`config.mk`:
```
export PLATFORM = sky130hd
export DESIGN_NAME = axis_pattern_generator
export DESIGN_NICKNAME = d
export VERILOG_FILES = /design/src/rtl/axis_pattern_pkg.sv /design/src/rtl/axis_pattern_rate_gen.sv /design/src/rtl/axis_pattern_generator.sv
export SDC_FILE = /design/constraint.sdc
export NUM_CORES = 1
export LEC_CHECK = 0
export ABC_AREA = 1
export CAP_MARGIN = 20
export CORE_UTILIZATION = 50
export CTS_CLUSTER_DIAMETER = 120
export DETAILED_ROUTE_END_ITERATION = 10
export GPL_TIMING_DRIVEN = 0
export PLACE_DENSITY_LB_ADDON = 0.25
export SLEW_MARGIN = 20
export SYNTH_ARGS = -nofsm -noshare
export SYNTH_HDL_FRONTEND = slang
export SYNTH_SLANG_ARGS = --single-unit
```
`constraint.sdc`:
```
create_clock -name m_axis_aclk -period 8.2 [get_ports m_axis_aclk]
set_input_delay 1.64 -clock m_axis_aclk [delete_from_list [all_inputs] [get_ports m_axis_aclk]]
set_output_delay 1.64 -clock m_axis_aclk [all_outputs]
set_load 0.01 [all_outputs]
```
`src/rtl/axis_pattern_pkg.sv`:
```
// axis_pattern_pkg: mode encoding, credit-counter width helper and seed selection shared by the generator.
package axis_pattern_pkg;

    typedef enum logic [1:0] {
        MODE_COUNTER = 2'd0,
        MODE_PRBS    = 2'd1,
        MODE_WALK    = 2'd2,
        MODE_CONST   = 2'd3
    } mode_e;

    typedef enum logic [1:0] {
        SEED_START = 2'd0,
        SEED_LFSR  = 2'd1,
        SEED_ONE   = 2'd2
    } seed_e;

    localparam int DEFAULT_CREDIT_DEPTH = 16;
    localparam int DEFAULT_CREDIT_W     = $clog2(DEFAULT_CREDIT_DEPTH + 1);

    // Credits span 0..depth inclusive, hence depth+1 states.
    function automatic int credit_width(input int depth);
        return $clog2(depth + 1);
    endfunction

    function automatic seed_e seed_sel(input mode_e m);
        return m == MODE_PRBS ? SEED_LFSR : m == MODE_WALK ? SEED_ONE : SEED_START;
    endfunction

endpackage

```
`src/rtl/axis_pattern_rate_gen.sv`:
```
// axis_pattern_rate_gen: programmable period divider producing one-cycle sample ticks.
module axis_pattern_rate_gen #(
    parameter int DIV_WIDTH = 16
) (
    input  logic                 clk_i,
    input  logic                 rst_i,
    input  logic                 enable_i,
    input  logic [DIV_WIDTH-1:0] divider_i,
    output logic                 tick_o
);

    logic [DIV_WIDTH-1:0] divctr_q, divctr_d;

    // A divider of 0 reloads like 1, so both give a tick every cycle.
    assign divctr_d = divctr_q != '0 ? divctr_q - 1'b1 :
                      divider_i == '0 ? '0 : divider_i - 1'b1;
    assign tick_o   = (divctr_q == '0) & enable_i;

    always_ff @(posedge clk_i) begin
        if (rst_i) divctr_q <= '0;
        else       divctr_q <= divctr_d;
    end

endmodule

```
`src/rtl/axis_pattern_generator.sv`:
```
// axis_pattern_generator: AXI4-Stream test source with rate-limited credits, four data patterns,
// fixed-length packet framing and overflow accounting.
module axis_pattern_generator
    import axis_pattern_pkg::*;
#(
    parameter int                     TDATA_WIDTH   = 32,
    parameter int                     BURSTSIZE     = 16,
    parameter int                     COUNTER_START = 0,
    parameter int                     COUNTER_END   = 255,
    parameter int                     COUNTER_INCR  = 1,
    parameter logic [TDATA_WIDTH-1:0] LFSR_POLY     = TDATA_WIDTH'(32'h80200003),
    parameter logic [TDATA_WIDTH-1:0] LFSR_SEED     = TDATA_WIDTH'(1),
    parameter int                     DIV_WIDTH     = 16,
    parameter int                     CREDIT_DEPTH  = 16,
    parameter int                     DROP_WIDTH    = 16
) (
    input  logic                   m_axis_aclk,
    input  logic                   m_axis_areset,
    input  logic                   enable,
    input  logic [1:0]             mode,
    input  logic [DIV_WIDTH-1:0]   divider,
    input  logic                   clear_status,
    input  logic                   m_axis_tready,
    output logic [TDATA_WIDTH-1:0] m_axis_tdata,
    output logic                   m_axis_tvalid,
    output logic                   m_axis_tlast,
    output logic                   overflow,
    output logic [DROP_WIDTH-1:0]  drop_count
);

    localparam int CW = credit_width(CREDIT_DEPTH);
    localparam int BW = BURSTSIZE > 1 ? $clog2(BURSTSIZE) : 1;
    localparam logic [CW-1:0]          FULL      = CW'(CREDIT_DEPTH);
    localparam logic [BW-1:0]          LAST_BEAT = BW'(BURSTSIZE - 1);
    localparam logic [TDATA_WIDTH-1:0] START     = TDATA_WIDTH'(COUNTER_START);
    localparam logic [TDATA_WIDTH-1:0] INCR      = TDATA_WIDTH'(COUNTER_INCR);
    localparam logic [TDATA_WIDTH-1:0] WRAP_AT   = TDATA_WIDTH'(COUNTER_END - COUNTER_INCR + 1);
    localparam logic [TDATA_WIDTH-1:0] WRAP_STEP = TDATA_WIDTH'(COUNTER_INCR - (COUNTER_END - COUNTER_START) - 1);
    localparam logic [TDATA_WIDTH-1:0] ONE       = TDATA_WIDTH'(1);

    logic                   tick, accept, drop, last, reload;
    logic [CW-1:0]          credits_q, credits_d;
    logic                   tvalid_q, tvalid_d;
    logic [BW-1:0]          beat_q, beat_d;
    logic [TDATA_WIDTH-1:0] tdata_q, tdata_d, next_val, seed_val;
    mode_e                  mode_q, mode_d, mode_new;
    logic                   overflow_q, overflow_d;
    logic [DROP_WIDTH-1:0]  drop_q, drop_d;

    axis_pattern_rate_gen #(.DIV_WIDTH(DIV_WIDTH)) u_rate (
        .clk_i     (m_axis_aclk),
        .rst_i     (m_axis_areset),
        .enable_i  (enable),
        .divider_i (divider),
        .tick_o    (tick)
    );

    assign accept   = tvalid_q & m_axis_tready;
    assign last     = tvalid_q & (beat_q == LAST_BEAT);
    assign drop     = tick & ~accept & (credits_q == FULL);
    assign mode_new = mode_e'(mode);

    assign credits_d  = (tick & ~accept & (credits_q != FULL)) ? credits_q + 1'b1 :
                        (accept & ~tick) ? credits_q - 1'b1 : credits_q;
    assign tvalid_d   = credits_d != '0;
    assign beat_d     = accept ? (beat_q == LAST_BEAT ? '0 : beat_q + 1'b1) : beat_q;
    // Clear wins over the old sticky state, but a drop in the same cycle still registers.
    assign overflow_d = drop | (overflow_q & ~clear_status);
    assign drop_d     = clear_status ? DROP_WIDTH'(drop) :
                        (drop & ~&drop_q) ? drop_q + 1'b1 : drop_q;

    always_comb begin
        next_val = mode_q == MODE_COUNTER ? (tdata_q >= WRAP_AT ? tdata_q + WRAP_STEP : tdata_q + INCR) :
                   mode_q == MODE_PRBS    ? (tdata_q >> 1) ^ (tdata_q[0] ? LFSR_POLY : '0) :
                   mode_q == MODE_WALK    ? {tdata_q[TDATA_WIDTH-2:0], tdata_q[TDATA_WIDTH-1]} : START;
        seed_val = seed_sel(mode_new) == SEED_LFSR ? LFSR_SEED :
                   seed_sel(mode_new) == SEED_ONE  ? ONE : START;
        // Mode may only change on a packet boundary: the tlast accept, or idle at packet start.
        reload   = (mode_new != mode_q) & ((accept & last) | (~tvalid_q & (beat_q == '0)));
        mode_d   = reload ? mode_new : mode_q;
        tdata_d  = reload ? seed_val : accept ? next_val : tdata_q;
    end

    always_ff @(posedge m_axis_aclk) begin
        if (m_axis_areset) begin
            credits_q  <= '0;
            tvalid_q   <= 1'b0;
            beat_q     <= '0;
            tdata_q    <= START;
            mode_q     <= MODE_COUNTER;
            overflow_q <= 1'b0;
            drop_q     <= '0;
        end else begin
            credits_q  <= credits_d;
            tvalid_q   <= tvalid_d;
            beat_q     <= beat_d;
            tdata_q    <= tdata_d;
            mode_q     <= mode_d;
            overflow_q <= overflow_d;
            drop_q     <= drop_d;
        end
    end

    assign m_axis_tdata  = tdata_q;
    assign m_axis_tvalid = tvalid_q;
    assign m_axis_tlast  = last;
    assign overflow      = overflow_q;
    assign drop_count    = drop_q;

endmodule

```
Word level (Yosys, flattened, before mapping)
Index checks and enable logic that the tools add are counted.
{ "classes": {"add_sub_neg": 8, "multipliers": 0, "n_div": 0, "order_cmp": 1, "eq_ne": 10, "n_shift": 0, "muxes": 18, "bitwise_logic": 19, "reduce_logical": 11} }
{ "op_table": {"columns": ["operator", "n"], "rows": [
  ["32-bit two-way mux", 7],
  ["32-bit by 1-bit adder with 32-bit output (second input constant)", 1],
  ["32-bit adder (second input constant)", 1],
  ["32-bit by 8-bit >= comparator with 1-bit output (second input constant)", 1],
  ["16-bit logical NOT", 2],
  ["16-bit two-way mux", 2],
  ["16-bit by 1-bit subtractor with 16-bit output (second input constant)", 2],
  ["31-bit by 32-bit XOR with 32-bit output", 1],
  ["16-bit by 1-bit adder with 16-bit output (second input constant)", 1],
  ["16-bit AND reduction", 1],
  ["16-bit nonzero test", 1],
  ["1-bit AND", 12],
  ["5-bit two-way mux", 2],
  ["2-bit by 1-bit == test with 1-bit output (second input constant)", 3],
  ["2-bit == test (second input constant)", 3],
  ["5-bit by 1-bit adder with 5-bit output (second input constant)", 1],
  ["5-bit == test (second input constant)", 1],
  ["5-bit != test (second input constant)", 1],
  ["5-bit nonzero test", 1],
  ["5-bit by 1-bit subtractor with 5-bit output (second input constant)", 1],
  ["4-bit by 1-bit adder with 4-bit output (second input constant)", 1],
  ["4-bit == test (second input constant)", 1],
  ["4-bit logical NOT", 1],
  ["1-bit two-way mux", 4],
  ["other kinds (9)", 15]
]} }
{ "word_totals": {"ff_bits": 77, "latch_bits": 0, "ramBits": 0, "rom_bits": 0, "input_bits": 23, "output_inout_bits": 51, "wordCells": 76, "memories": 0} }

Longest topological paths before layout
{ "logic_depth": {"ltp_word": 7, "ltp_mapped": 20, "depth_no_buf": 20} }

By module
From an unflattened synthesis, not the netlist that was laid out.
{ "hier_totals": {"cells_unflattened": 1191, "hier_area_um2": 7095.6} }
{ "modules_own_cells": {"columns": ["module", "instances", "cells_per_inst", "area_each_um2", "seq_area_each_um2"], "rows": [
  ["axis_pattern_generator", 1, 935, 5564.1, 1221.2],
  ["axis_pattern_rate_gen", 1, 256, 1531.5, 320.3]
]} }

Worst setup path after synthesis
No wires, ideal clock.
{ "synth_timing": {"kind": "input-to-reg", "startpoint": "input divider[0]", "endpoint": "register u_rate.divctr_q[3]", "setup_time_ns": 0.132, "t_arrival_ns": 2.945, "required_ns": 8.068, "slack_ns": 5.123, "path_stages": 10, "n_path_buf": 1, "path_cell_list": "inv_1 -> ha_1 -> nand4_1 -> nor2_1 -> nand3_1 -> nor3_1 -> a21oi_2 -> buf_2 -> nand2_1 -> a21oi_1"} }
{ "synth_via": {"elab_chain_cells": 3, "elab_cells_between_ends": 4, "classes_between": "add/sub (1); mux (2); reduce/logical (1)"} }
{ "synth_lines": {"columns": ["item", "line_no", "source"], "rows": [
  ["start: declaration", "axis_pattern_generator.sv:21", "input logic [DIV_WIDTH-1:0] divider,"],
  ["16-bit by 1-bit subtractor with 16-bit output / 16-bit logical NOT (equally long branches)", "axis_pattern_rate_gen.sv:16", "divider_i == '0 ? '0 : divider_i - 1'b1;"],
  ["16-bit two-way mux *", "axis_pattern_rate_gen.sv:16", null],
  ["16-bit two-way mux *", "axis_pattern_rate_gen.sv:15", "assign divctr_d = divctr_q != '0 ? divctr_q - 1'b1 :"],
  ["end signal: assignment", "axis_pattern_rate_gen.sv:21", "else divctr_q <= divctr_d;"],
  ["end: declaration", "axis_pattern_rate_gen.sv:12", "logic [DIV_WIDTH-1:0] divctr_q, divctr_d;"]
]} }
Mark *: on every way between the ends. The rest lies on a longest branch, timed or not.
A chain may end at the register's enable or synchronous reset.

Worst setup path in the final report
{ "layout_timing": {"startpoint": "register tdata_q[0] (netlist: m_axis_tdata[0])", "endpoint": "register tdata_q[28] (netlist: m_axis_tdata[28])"} }
{ "layout_via": {"elab_chain_cells": 5, "elab_cells_between_ends": 7, "classes_between": "add/sub (2); order compare (1); mux (4)"} }
{ "layout_lines": {"columns": ["item", "line_no", "source"], "rows": [
  ["start: declaration", "axis_pattern_generator.sv:45", "logic [TDATA_WIDTH-1:0] tdata_q, tdata_d, next_val, seed_val;"],
  ["start signal: assignment", "axis_pattern_generator.sv:97", "tdata_q <= tdata_d;"],
  ["32-bit by 1-bit adder with 32-bit output (tied with other cells)", "axis_pattern_generator.sv:73", "next_val = mode_q == MODE_COUNTER ? (tdata_q >= WRAP_AT ? tdata_q + WRAP_STEP : tdata_q + INCR) :"],
  ["32-bit two-way mux * (2 in series)", "axis_pattern_generator.sv:73", null],
  ["32-bit two-way mux * (2 in series)", "axis_pattern_generator.sv:81", "tdata_d = reload ? seed_val : accept ? next_val : tdata_q;"]
]} }
Mark *: on every way between the ends. The rest lies on a longest branch, timed or not. The select of a mux whose other input is x is not followed.

==> out/results.ini <==
[routing]
drt_pass1_iterations=5
drt_iter0_markers=709
ant_nets=0
wl_per_cell_um=13.71
vias=7433
routed_wl_mm=18.84
viasPerCell=5.410
route.detailed.drc=0

[hold_path]
hp-class=reg2reg
min_path_cells=1
hold_end=beat_q[3]
worstHoldStart=beat_q[3]

[synth]
syn_area_um2=6608
synth_seq_cells=77
synth-async-reset-ratio_pct=0
synth_edf_count=0
synth_cell_types=44
ys_warn_count=0
ys_seq_area_share_pct=23.33
syn_inst=1113
synth_nets=1172
ys.flop_type=dfxtp_1
syn_avg_cell_area_um2=5.937

[grt]
gr-total-overflow=0
grt_start_max_net_pins=27
grt_pass1_wl_mm=30.32
antenna_found_initial=0
grt_usage_pct=28.26
grt_pass1_vias=6328

[finish]
diodes=0
n_fill_cell=1317
stdcell_area_um2=7826
syn_to_final_growth_pct=18.44
fin_util_pct=61.27
drive_gt1_share_pct=3.494
nets=1256

[die]
io-pin-count=74
die_w_um=117.0
start_util_pct=51.73
core_um2=12770
floorplan.rows=41
die_height_um=117.0
dieArea_um2=13680

[clocking]
postCtsSetupBuffers=0
cts_buffer_depth=2
h-tree-depth=3
cts_resized=0
root_buffer=clkbuf_16
cts-buffers-inserted=9
clock_latency_ns=0.33
cts_tree=built
clkSinkCount=77
holdBufCountCts=0
clkTransAtPathRegs_ns=0.06

[critical_path]
crit_required_ns=8.39
crit_type=reg2reg
startpoint=m_axis_tdata[0]
rr_startpoint=m_axis_tdata[0]
critPathArrivalTime_ns=4.26
slowest_delay_ns=0.67
cp-start-kind=flip-flop
r2r-end=m_axis_tdata[28]
path_buf_inv=2
cpLargestDelayFamily=simple AND/OR/NAND/NOR gates
path_cells=ha_1 > nand2_1 > inv_1 > nand3_1 > nand2_1 > nor2_1 > inv_1 > ha_1 > nand2_1 > nor2_1 > nand2_1 > o21ai_0 > nand2_1 > nand4_1 > nand3_1 > nand2_1 > a21oi_1
critPathMaxFanout=26
rrSetupSlack_ns=4.12
rr_worst_depth=17
critPathSlowestCell=inv_1
crit_path_end_kind=flip-flop
cp_common_cell=nand2_1

[sta]
slew_violations=0
fmax_mhz=245.3
min_period_over_period_pct=49.72
rsz0062_at_grt=no
tightest_slew_ns=0.9276
setup_viol=0
fin_skew_ns=0.006959
tns_ns=0
period_needed_ns=4.077
hold_viol_final=0
max-slew-margin-rel_pct=38.10

[placement]
placed_cell_area_um2=7553
detailed_place_hpwl_mm=14.42
finalWeightedCongestion=0.9499
port-buffer-count=73

[pwr]
p_sw_share_pct=55.66
power_frac_seq_pct=16.0
power_density_nw_per_um2=432.7
p_int_mw=1.501
combPwrFrac_pct=73.1
p_leak_nw=3.469
clkPwrFrac_pct=10.9
max-vdd-ir-drop_v=0.0002185
p_switching_mw=1.885

[status]
outcome=completed

[flow_run]
cap_violations=0

==> worst max path at each step <==
| stage | depth (start not counted) | end |
|---|---|---|
| floorplan | 10 | u_rate.divctr_q[3] |
| global placement | 11 | u_rate.divctr_q[2] |
| detailed placement | 11 | u_rate.divctr_q[2] |
| CTS | 17 | m_axis_tdata[20] |
| global route | 17 | m_axis_tdata[20] |
| finish | 17 | m_axis_tdata[28] |
==> through the flow <==
stage	instances	worst slack, ns	hold slack (ns)	total power [mW]
6_report	1374	4.123	0.4815	3.386
2_1_floorplan	1113	5.123	0.4463	2.352
3_5_place_dp	1358	4.357	0.4675	2.959
5_1_grt	1374	3.904	0.4937	3.719
4_1_cts	1374	4.324	0.4802	3.342
3_3_place_gp	1358	4.384	0.4645	2.937
==> synthesized netlist by cell type, types with 2 or more instances <==
master | n | share of area (%)
nand2_1 | 335 | 19
nor2_1 | 133 | 7.6
inv_1 | 128 | 7.3
a21oi_1 | 117 | 8.9
dfxtp_1 | 77 | 23
nand3_1 | 69 | 5.2
o21ai_0 | 42 | 3.2
xor2_1 | 39 | 5.2
ha_1 | 36 | 6.8
clkbuf_1 | 19 | 1.1
nor3_1 | 18 | 1.4
nand4_1 | 16 | 1.5
xnor2_1 | 9 | 1.2
a221oi_1 | 8 | 1.1
buf_2 | 7 | 0.53
o211ai_1 | 7 | 0.80
o21bai_1 | 6 | 0.68
inv_2 | 5 | 0.28
o221ai_1 | 5 | 0.66
nor2_2 | 4 | 0.38
a211oi_1 | 3 | 0.34
a22oi_1 | 2 | 0.23
nand2_2 | 2 | 0.19
nand3b_1 | 2 | 0.23
nor2_4 | 2 | 0.34
nor4_1 | 2 | 0.19
o21ai_1 | 2 | 0.15
o31ai_1 | 2 | 0.23
==> logic make-up after synthesis <==
group                    share of synthesized area, %
adder cells (fa/ha/maj)                         6.817
XOR/XNOR                                        6.363
AO/OA/AOI/OAI                                   16.97
buffers and inverters                           9.657
flip-flops                                      23.33
AND/OR/NAND/NOR                                 36.87
==> state kept, by name (all words and copies together) (netlist names) <==
signal and flops:
beat_q 4, drop_count 16, credits_q 5, mode_q 2
m_axis_tvalid 1, u_rate.divctr_q 16, overflow 1, m_axis_tdata 32
==> cell usage in the layout (no fill, tap or decap), drive strengths merged, types with 2 or more instances in the layout <==
| cell type | count |
|---|---|
| nand3 | 70 |
| clkinv | 3 |
| dfxtp | 77 |
| nand3b | 2 |
| xor2 | 39 |
| nor3 | 20 |
| o21ai | 45 |
| o221ai | 5 |
| ha | 36 |
| nand4 | 16 |
| o21bai | 6 |
| a22oi | 2 |
| a211oi | 3 |
| a221oi | 8 |
| buf | 9 |
| o31ai | 2 |
| nor2 | 139 |
| clkdlybuf4s50 | 73 |
| nor4 | 2 |
| clkbuf | 35 |
| a21oi | 118 |
| o211ai | 7 |
| inv | 133 |
| xnor2 | 9 |
| nand2 | 337 |
==> routing by layer <==
metal,GRT usage (%),vias up,wire length (µm)
met4,7.595,0,329
li1,-,3792,-
met3,4.068,24,1196
met2,45.25,257,8208
met5,0,-,0
met1,39.65,3360,9109
==> final cells by class <==
type	instances	area, µm²	share of cell area (%)
multi-input combinational	872	4428	56.58
sequential	77	1541	19.70
timing repair buffer	73	730.7	9.337
inverter	135	508.0	6.491
clock buffer	15	267.8	3.421
tap	172	215.2	2.750
buffer	29	130.1	1.663
clock inverter	1	5.005	0.06395
==> power groups by stage <==
stage	combinational (mW)	clock [mW]	sequential, mW
5_1_grt	2.78	0.388	0.552
3_3_place_gp	2.39	0	0.545
3_5_place_dp	2.41	0	0.547
6_report	2.48	0.369	0.542
4_1_cts	2.43	0.372	0.540
2_1_floorplan	1.82	0	0.531
No activity file was read; power rests on OpenSTA's default activity.
